### config.mk
export PLATFORM = sky130hd
export DESIGN_NAME = hs32_decode_q
export DESIGN_NICKNAME = d
export VERILOG_FILES = /design/src/rtl/hs32_decode_q.sv
export SDC_FILE = /design/constraint.sdc
export NUM_CORES = 1
export LEC_CHECK = 0
export BUFFER_PORTS_ARGS = -buffer_cell sky130_fd_sc_hd__buf_2
export CAP_MARGIN = 20
export CORE_UTILIZATION = 30
export DETAILED_ROUTE_END_ITERATION = 8
export GPL_TIMING_DRIVEN = 0
export PLACE_DENSITY_LB_ADDON = 0.3
export SLEW_MARGIN = 0
export SYNTH_ARGS = -nofsm -noshare
export SYNTH_HDL_FRONTEND = slang
export SYNTH_SLANG_ARGS = --single-unit
### constraint.sdc
create_clock -name clk -period 5.4 [get_ports clk]
set_input_delay 0.81 -clock clk [delete_from_list [all_inputs] [get_ports clk]]
set_output_delay 0.81 -clock clk [all_outputs]
set_load 0.1 [all_outputs]
### src/rtl/hs32_decode_q.sv
// HS32 decode stage: cracks the 4-bit format prefix of each accepted word into a
// uniform bundle and buffers the bundles in a DEPTH-entry queue toward execute.
module hs32_decode_q #(
  parameter int DEPTH     = 2,
  parameter bit IMM_SEXT  = 1'b1,
  parameter int CNT_WIDTH = 16
) (
  input  logic                 clk,
  input  logic                 reset,
  input  logic [31:0]          instd,
  input  logic                 ackd,
  output logic                 reqd,
  input  logic                 flush,
  output logic                 dvalid,
  input  logic                 dready,
  output logic [2:0]           fmt,
  output logic [3:0]           aluop,
  output logic [3:0]           regdst,
  output logic [3:0]           regsrc,
  output logic [3:0]           regopd,
  output logic [4:0]           shift,
  output logic [31:0]          imm,
  output logic [11:0]          ctlsig,
  output logic                 illegal,
  output logic [CNT_WIDTH-1:0] ndecoded
);

  localparam int            AW      = $clog2(DEPTH);
  localparam logic [AW:0]   DEPTH_C = DEPTH[AW:0];

  typedef struct packed {
    logic [2:0]  fmt;
    logic [3:0]  aluop;
    logic [3:0]  rd;
    logic [3:0]  rm;
    logic [3:0]  rn;
    logic [4:0]  shift;
    logic [31:0] imm;
    logic [11:0] ctl;
    logic        illegal;
  } bundle_t;

  function automatic logic [31:0] ext16(input logic [15:0] v);
    return IMM_SEXT ? {{16{v[15]}}, v} : {16'h0000, v};
  endfunction

  function automatic logic [31:0] ext24(input logic [23:0] v);
    return IMM_SEXT ? {{8{v[23]}}, v} : {8'h00, v};
  endfunction

  function automatic bundle_t decode(input logic [31:0] w);
    bundle_t b;
    // NOTE: default every field first so unlisted fields read 0 and no branch leaves a hole.
    b = '0;
    case (w[31:28])
      4'h0: begin
        b.fmt   = 3'd0;
        b.aluop = w[27:24];
        b.rd    = w[23:20];
        b.rm    = w[19:16];
        b.imm   = ext16(w[15:0]);
      end
      4'h1: begin
        b.fmt   = 3'd1;
        b.aluop = w[27:24];
        b.rd    = w[23:20];
        b.rm    = w[19:16];
        b.rn    = w[15:12];
        b.shift = w[11:7];
        b.ctl   = {5'b0, w[6:0]};
      end
      4'h2: begin
        b.fmt = 3'd2;
        b.ctl = {8'b0, w[27:24]};
        b.imm = ext24(w[23:0]);
      end
      4'h3: begin
        b.fmt   = 3'd3;
        b.aluop = w[27:24];
        b.rd    = w[23:20];
        b.rm    = w[19:16];
        b.rn    = w[15:12];
        b.ctl   = w[11:0];
      end
      4'h4: begin
        b.fmt   = 3'd4;
        b.ctl   = {8'b0, w[27:24]};
        b.rd    = w[23:20];
        b.aluop = w[19:16];
        b.imm   = ext16(w[15:0]);
      end
      default: begin
        b.fmt     = 3'd7;
        b.illegal = 1'b1;
      end
    endcase
    return b;
  endfunction

  bundle_t                mem_q [DEPTH];
  logic [AW-1:0]          wr_ptr_q, wr_ptr_d;
  logic [AW-1:0]          rd_ptr_q, rd_ptr_d;
  logic [AW:0]            count_q, count_d;
  logic [CNT_WIDTH-1:0]   ndec_q, ndec_d;
  logic                   push_en, pop_en;
  bundle_t                head;

  assign reqd    = (count_q < DEPTH_C);
  assign dvalid  = (count_q != '0);
  // Flush wins over both handshakes in the same cycle.
  assign push_en = ackd & reqd & ~flush;
  assign pop_en  = dvalid & dready & ~flush;

  always_comb begin
    wr_ptr_d = wr_ptr_q;
    rd_ptr_d = rd_ptr_q;
    count_d  = count_q;
    ndec_d   = ndec_q;
    if (push_en) begin
      wr_ptr_d = wr_ptr_q + AW'(1);
      ndec_d   = ndec_q + CNT_WIDTH'(1);
    end
    if (pop_en) rd_ptr_d = rd_ptr_q + AW'(1);
    if (flush) begin
      wr_ptr_d = '0;
      rd_ptr_d = '0;
      count_d  = '0;
    end else if (push_en && !pop_en) begin
      count_d = count_q + (AW+1)'(1);
    end else if (pop_en && !push_en) begin
      count_d = count_q - (AW+1)'(1);
    end
  end

  // NOTE: state registers use non-blocking assignments so every flop samples pre-edge values.
  always_ff @(posedge clk or posedge reset) begin
    if (reset) begin
      wr_ptr_q <= '0;
      rd_ptr_q <= '0;
      count_q  <= '0;
      ndec_q   <= '0;
    end else begin
      wr_ptr_q <= wr_ptr_d;
      rd_ptr_q <= rd_ptr_d;
      count_q  <= count_d;
      ndec_q   <= ndec_d;
    end
  end

  // NOTE: queue storage is deliberately not reset; stale entries are masked off by dvalid below.
  always_ff @(posedge clk) begin
    if (push_en) mem_q[wr_ptr_q] <= decode(instd);
  end

  assign head     = dvalid ? mem_q[rd_ptr_q] : '0;
  assign fmt      = head.fmt;
  assign aluop    = head.aluop;
  assign regdst   = head.rd;
  assign regsrc   = head.rm;
  assign regopd   = head.rn;
  assign shift    = head.shift;
  assign imm      = head.imm;
  assign ctlsig   = head.ctl;
  assign illegal  = head.illegal;
  assign ndecoded = ndec_q;

endmodule

---- Word level (Yosys, flattened, before mapping) ----
Memories as Yosys holds them, arrays and structs flattened.
Cells that the tools add are included.
word-level totals
  bits in registers ....................... 20
  memory bits (writable) .................. 138
  output and inout port bits .............. 87
  word-level logic and storage cells ...... 60
  memories ................................ 1
memory list
  memory  words  width  rd ports  clocked after memory_dff  wr ports  line  text
  mem_q   2      69     1         0                         1         100   bundle_t mem_q [DEPTH];
operators by class
  $add $sub $neg .......................... 5
  magnitude comparators ................... 1
  equal/unequal tests ..................... 4
  mux-type cells .......................... 26
  bitwise operators ....................... 5
  reduce and logical (&&, ||, !) cells .... 14
operator list
  kind                   number
  $mux 69                1
  $pmux 32 s2            1
  $pmux 12 s3            1
  $mux 32                1
  $add 16x1->16 const B  1
  $mux 4                 4
  $pmux 8 s2             1
  $pmux 3 s5             1
  $mux 12                1
  $mux 5                 2
  $eq 4x2->1 const B     2
  $mux 1                 8
  $mux 8                 1
  $mux 2                 3
  $reduce_bool 2->1      3
  $reduce_or 2->1        3
  $reduce_or 5->1        1
  $and 1x1->1            4
  $eq 4x1->1 const B     1
  $eq 4x3->1 const B     1
  $logic_not 4->1        1
  $mux 3                 1
  $reduce_bool 3->1      1
  $reduce_or 3->1        1
  other kinds (7)        10

---- Longest topological paths before layout ----
Gate-level depths: netlist of the first run.
  depth after elaboration ................. 8
  gate-level depth with buffers ........... 5

---- Worst setup path before layout of the first run ----
OpenSTA, ideal clock, no wires.
  kind .................................... input -> register
  start point ............................. input port ackd
  end point ............................... memory mem_q[0][0] (netlist bit) (enable)
  arrival ................................. 3,888 ps
  data required time ...................... 4,913 ps
  slack ................................... 1,025 ps
  stages on the path ...................... 2
  path through ............................ nor3b_4 > nor2b_1
between the ends
  longest elaborated chain between the ends .. 4
ends and longest elaborated chain
  element                       line  text
  from (decl)                   11    input logic ackd,
  $and 1x1->1 (2 in series)     111   assign push_en = ackd & reqd & ~flush;
  $mux 1                        152   if (push_en) mem_q[wr_ptr_q] <= decode(instd);
  $mux 1 (implied by the code)  152
  to (decl)                     100
Every way passes these cells.

---- Worst setup path after layout of the first run ----
  start point ............................. register rd_ptr_q
  end point ............................... output port imm[25]
between the ends
  longest elaborated chain between the ends .. 2
ends and longest elaborated chain
  element                 line  text
  from (decl)             102   logic [AW-1:0] rd_ptr_q, rd_ptr_d;
  from (signal assigned)  144   rd_ptr_q <= rd_ptr_d;
  $mem_v2 2x69            --
  $mux 69                 155   assign head = dvalid ? mem_q[rd_ptr_q] : '0;
  to (decl)               22    output logic [31:0] imm,
Every way passes these cells.

==> results of run 1 <==
==> metrics by stage <==
stage | hold slack [ps] | setup TNS, ps | setup WS [ps] | cell area [um2]
6_report | 479 | 0 | 1940 | 7750
5_1_grt | 496 | 0 | 1670 | 7750
4_1_cts | 494 | 0 | 1850 | 7750
3_5_place_dp | 482 | 0 | 2310 | 7130
3_3_place_gp | 459 | -53230 | -876 | 7070
2_1_floorplan | 524 | 0 | 1020 | 6130
==> cell usage after synthesis <==
cell | n | area share
a211o_1 | 1 | 0.0014
a211oi_1 | 2 | 0.0024
a21o_1 | 8 | 0.0098
a21oi_1 | 2 | 0.0016
a22oi_1 | 8 | 0.0098
a2bb2oi_1 | 4 | 0.0057
and2_1 | 38 | 0.039
and3_1 | 7 | 0.0071
and4_1 | 1 | 0.0014
buf_2 | 7 | 0.0057
buf_4 | 8 | 0.0098
clkbuf_1 | 16 | 0.0098
dfrtp_1 | 20 | 0.082
edfxtp_1 | 122 | 0.60
ha_1 | 1 | 0.0020
inv_1 | 7 | 0.0043
mux2_2 | 1 | 0.0018
mux2i_1 | 61 | 0.10
nand2_1 | 8 | 0.0049
nand2b_1 | 3 | 0.0031
nand3_1 | 4 | 0.0033
nand3b_1 | 1 | 0.0012
nand4_1 | 3 | 0.0031
nand4_2 | 1 | 0.0020
nor2_1 | 78 | 0.048
nor2b_1 | 4 | 0.0041
nor3_1 | 3 | 0.0024
nor3b_2 | 1 | 0.0020
nor3b_4 | 1 | 0.0031
nor4b_2 | 1 | 0.0024
o21a_1 | 1 | 0.0012
o21ai_0 | 2 | 0.0016
or2_2 | 1 | 0.0010
xnor2_1 | 11 | 0.016
xor2_1 | 7 | 0.010
==> per-layer routing <==
layer / part of all wire / wire, um
met4: 0.0033 / 45
met2: 0.50 / 6900
met3: 0.051 / 704
met5: 0 / 0
met1: 0.45 / 6180
==> flip-flops by register name, indices dropped and copies added, names as in the netlist <==
register  flops
ndecoded     16
wr_ptr_q      1
rd_ptr_q      1
count_q       2
mem_q       122
==> placed cells by master, fill, tap and decap left out, types with 7 or more instances in the layout <==
cell,Yosys,routed
buf_2,7,130
edfxtp_1,122,122
nor2_1,78,78
mux2i_1,61,61
and2_1,38,37
dfrtp_1,20,20
clkbuf_16,0,17
clkbuf_1,16,16
xnor2_1,11,11
nand2_1,8,8
a22oi_1,8,8
a21o_1,8,8
buf_4,8,8
inv_1,7,7
xor2_1,7,7
and3_1,7,7
==> power by group <==
| part | total (mW) | switching [mW] | internal (mW) |
|---|---|---|---|
| Clock | 1.21 | 0.436 | 0.770 |
| Sequential | 1.30 | 0.0416 | 1.26 |
| Combinational | 0.725 | 0.590 | 0.135 |
| Total | 3.23 | 1.07 | 2.16 |
==> worst paths after layout <==
path | startpoint | to | slack (ps)
worst min register to register | ndecoded[15] | ndecoded[15] | 480
worst min-delay path | ndecoded[15] | ndecoded[15] | 480
worst max register to register | count_q[1] | mem_q[1][8] | 3310
max in group asynchronous | reset | ndecoded[7] | 4410
worst max-delay path | rd_ptr_q | imm[25] | 1940
min in group asynchronous | reset | ndecoded[3] | 530
==> logic make-up after synthesis <==
family	after synthesis	synth area share
xor gates and xnor gates	18	0.0257
DFF	142	0.680
buffers and inverters	38	0.0296
adders and majority gates	1	0.00204
and+or+nand+nor	155	0.128
muxes	62	0.101
AOI/OAI and AO/OA	28	0.0337
==> final cells by class <==
| class | count | area share |
|---|---|---|
| buffer | 31 | 0.0200 |
| sequential | 142 | 0.537 |
| tap | 265 | 0.0428 |
| inverter | 7 | 0.00339 |
| clock buffer | 17 | 0.0549 |
| clock inverter | 15 | 0.0253 |
| timing repair buffer | 125 | 0.0846 |
| multi-input combinational | 264 | 0.232 |
==> results.yml, run 1 <==
run_status:
  outcome: "complete, no violations"
sta:
  tightest_slew_ps: 901
  timing.slew.headroom: 0.399
  skew_ps: 5.86
  rsz0062_at_grt: "no"
  maxSlewViolCount: 0
  period_share: 0.640
  final_hold_viol_count: 0
  fmax_mhz: 289
  finalCriticalPeriod_ps: 3460
  setup_viol: 0
cells_and_area:
  final_cells: 866
  multiInputGateArea_um2: 1800
  antenna_cells: 0
  nNetsFinal: 626
  fillers: 1920
  regArea_um2: 4160
  area_delta_synth_final_pct: 26.5
  utilization: 0.393
  drive_above_1_share: 0.301
setup_path:
  cp_data_required_time_ps: 4590
  endpoint_kind: "output pin"
  critPathMaxStageDelay_ps: 420
  r2r.worst_path.cells: 2
  critPathTopFamily: "buffers and inverters"
  start_kind: "flop"
  path_class: "reg2out"
  cp.arrival_ps: 2650
  critPathBufInv: 4
  worstSetupPathDepth: 6
  slowest_stage: "buf_2"
  path_cells: "clkbuf_1 > buf_2 > mux2i_1 > nor2_1 > buf_4 > buf_2"
  crit_top_cell: "buf_2"
  path_max_fanout: 10
die:
  coreArea_um2: 19700
  dieArea_um2: 21000
  placementRows: 51
  ioPinCount: 124
  die_width_um: 145
  die_h_um: 145
  start_util: 0.311
global_routing:
  grt_pass1_wl_mm: 21.8
  grt_max_degree: 62
  grt_overflow: 0
  grtUsageMet3: 0.0412
  first_global_vias: 3998
  gr-usage-met1: 0.171
  grt_util_met2: 0.230
  antenna_found_initial: 0
  gr-usage-all-layers: 0.138
  grt.busiest_layer: "met2"
place:
  port_buffers: 123
  finalWeightedCongestion: 0.797
  dp_cells: 834
  place_hpwl_mm: 9.84
clock_network:
  cts_resized: 0
  path_clk_slew_ps: 60
  tritoncts: "built"
  clk_path_buf_depth: 2
  postCtsHoldBufs: 0
  clk_latency_ps: 410
  root_buffer: "clkbuf_16"
  cts_inserted_buffers: 17
  post_cts_buffers: 0
  cts_max_level: 4
  cts_sinks: 142
detailed_routing:
  dr.first_iter.drc_count: 175
  drc: 0
  ant_nets: 0
  wl_per_cell_um: 16.0
  drt-total-wl_mm: 13.8
  via_count: 3800
  vias_per_cell: 4.39
  drtPass1Iterations: 4
hold_path:
  worstHoldPathCells: 1
  hp-class: "reg2reg"
logic_synthesis:
  synthCells: 444
  ys_seq_area_frac: 0.680
  avgSynthCellArea_um2: 13.8
  synth-seq-cells: 142
  synth_fp_nets: 482
  synth_cell_types: 35
  syn_area_um2: 6130
  ys_warn_count: 0
power:
  power.density_nw_per_um2: 417
  vdd_ir_drop_max_uv: 186
  p_leak_nw: 3.12
  total_power_mw: 3.23
run:
  maxCapViolations: 0
Power figures use the tool's default switching activity.
==> run 2, diff against run 1 <==
--- a/config.mk
+++ b/config.mk
@@ -5,6 +5,7 @@
 export SDC_FILE = /design/constraint.sdc
 export NUM_CORES = 1
 export LEC_CHECK = 0
+export ABC_AREA = 1
 export BUFFER_PORTS_ARGS = -buffer_cell sky130_fd_sc_hd__buf_2
 export CAP_MARGIN = 20
 export CORE_UTILIZATION = 30
==> constraint.sdc (replaced) <==
create_clock -name clk -period 3.5 [get_ports clk]
set_input_delay 0.525 -clock clk [delete_from_list [all_inputs] [get_ports clk]]
set_output_delay 0.525 -clock clk [all_outputs]
set_load 0.1 [all_outputs]
==> run 2 against run 1 <==
- cell count up 17%
- critical path type unchanged
- synthesized area up 1.1%
- final area up 0.73%
- first-iteration DRC count up 51%
- core utilization down 0.73 points
- clock skew about the same
- non-clock buffer count unchanged
- highest routed layer unchanged
- wire length up 8.1%
- register-to-register slack worse by 1800 ps
==> results.yml, run 2 <==
cells_and_area:
  antenna_cells: 0
  utilization: 0.386
  largest_reg_flops: 122
  drive_above_1_share: 0.277
  layout_common_cells: "165 x nand2_1, 136 x buf_2, 122 x edfxtp_1"
  stdcell_area_um2: 7810
  regMostFlops: "mem_q"
  final_cells: 1013
  nNetsFinal: 768
  area_delta_synth_final_pct: 26.1
  layout_commonest_cell: "nand2_1"
run_status:
  outcome: "complete, no violations"
detailed_routing:
  dr.first_iter.drc_count: 265
  via_count: 4494
  ant_nets: 0
  drt-total-wl_mm: 14.9
  drc: 0
  drtPass1Iterations: 5
  wl_per_cell_um: 14.8
  vias_per_cell: 4.44
setup_path:
  endpoint_kind: "output pin"
  critPathMaxStageDelay_ps: 410
  path_cells: "buf_2 > clkbuf_1 > nand2_1 > a21oi_2 > buf_4 > buf_2"
  path_max_fanout: 10
  crit_path_start: "rd_ptr_q"
  cp_data_required_time_ps: 2970
  crit_top_cell: "buf_2"
  cp.arrival_ps: 2400
  r2r-start: "count_q[1]"
  path_class: "reg2out"
  slowest_stage: "buf_2"
  start_kind: "flop"
logic_synthesis:
  synth_ff_type: "edfxtp_1"
  synth_cell_types: 27
  synthCells: 584
  yosys.area.top_type: "edfxtp_1"
  avgSynthCellArea_um2: 10.6
  synth_top_cell_area_share: 0.592
  synth-async-reset-ratio: 0.141
  ys_seq_area_frac: 0.672
  synth_edf_count: 122
  synthTopCellsByArea: "edfxtp_1 59%, nand2_1 10%, dfrtp_1 8.1%"
  ys_warn_count: 0
  synth-seq-cells: 142
  synth_common_cells: "165 x nand2_1, 122 x edfxtp_1, 65 x a21oi_1, 58 x inv_1, 53 x nor2_1"
  syn_area_um2: 6190
  synth.most_common_cell: "nand2_1"
  synth_fp_nets: 622
global_routing:
  gr-usage-all-layers: 0.145
  antenna_found_initial: 0
  grt_overflow: 0
  grt_max_degree: 31
  first_global_vias: 4241
  grt_pass1_wl_mm: 23.1
power:
  vdd_ir_drop_max_uv: 333
  power.density_nw_per_um2: 722
  p_leak_nw: 3.38
sta:
  hold_slack_ps: 257
  rsz0062_at_grt: "no"
  maxSlewViolCount: 0
  finalCriticalPeriod_ps: 2920
  final_hold_viol_count: 0
  timing.slew.headroom: 0.466
  tightest_slew_ps: 800
  setup-tns-final_ps: 0
  fmax_mhz: 342
  setup_viol: 0
  period_share: 0.835
  skew_ps: 6.17
clock_network:
  clk_path_buf_depth: 2
  clk_latency_ps: 420
  cts_max_level: 4
  cts_resized: 0
  post_cts_buffers: 0
  postCtsHoldBufs: 0
  path_clk_slew_ps: 60
  cts_inserted_buffers: 17
  cts_sinks: 142
  root_buffer: "clkbuf_16"
  tritoncts: "built"
die:
  start_util: 0.306
  die_h_um: 146
  coreArea_um2: 20200
  die_width_um: 146
  ioPinCount: 124
  dieArea_um2: 21200
  placementRows: 52
run:
  maxCapViolations: 0
place:
  place_hpwl_mm: 10.8
  dp_cells: 981
  port_buffers: 123
  finalWeightedCongestion: 0.763
  placed_area_um2: 7250
hold_path:
  hp-class: "in2async"
-- run 2: cell count changes after synthesis, sizes merged, moves of 8 or more --
cell,change
clkbuf,-9
o22ai,+8
nor2,-14
inv,+55
and2,-38
nand3,+10
mux2i,-61
nand2,+162
a21oi,+63
xnor2,-9
o21ai,+9
a22oi,-8
a21o,-8
-- run 2: layout make-up --
class	count	area, um2
repair buffers	127	703
inverters	62	238
clock buffers	17	425
flip-flops and latches	142	4160
well taps	270	338
fillers	1999	12400
multi-input cells	351	1650
clock inverters	15	129
plain buffers	29	163
-- run 2: path summary, 6_finish.rpt --
check,slack [ps],end,cells past startpoint
setup / recovery,580,imm[26],6
hold / removal,260,ndecoded[14],2
min in group clk,470,mem_q[0][59],3
hold reg to reg,490,ndecoded[14],2
setup reg to reg,1540,mem_q[1][14],5
max in group asynchronous,2750,ndecoded[6],2
-- run 2: critical path, delay by kind of cell (launching register included) --
| family | cells | cell delay [ps] |
|---|---|---|
| DFF | 1 | 330 |
| and+or+nand+nor | 1 | 130 |
| AOI/OAI and AO/OA | 1 | 340 |
| buffers and inverters | 4 | 1180 |
-- run 2: cells by family after synthesis --
group / Yosys count / synth area share
buffers and inverters: 91 / 0.0646
adder cells (fa/ha/maj): 1 / 0.00202
XOR/XNOR: 7 / 0.00990
AND/OR/NAND/NOR: 259 / 0.182
flip-flops: 142 / 0.672
AO/OA/AOI/OAI: 84 / 0.0695
-- run 2: where the power goes --
part	internal (mW)	switching (mW)	total, mW
Clock	0.930	0.757	1.69
Sequential	1.95	0.0556	2.00
Combinational	0.277	1.67	1.94
-- run 2: through the flow --
step                      worst slack [ps]  total power, mW
final                                  577             5.63
after global routing                   422             5.83
after CTS                              537             5.68
after detailed placement              1000             3.99
after global placement               -2120             3.98
after floorplan                       -451             3.63
-- run 2: metal layers --
| metal | vias to the layer above | share of wire | track usage |
|---|---|---|---|
| met3 | 19 | 0.056 | 0.0370 |
| met5 | - | 0 | 0 |
| met2 | 139 | 0.47 | 0.229 |
| li1 | 2236 | - | - |
| met4 | 0 | 0.016 | 0.0495 |
| met1 | 2100 | 0.46 | 0.195 |
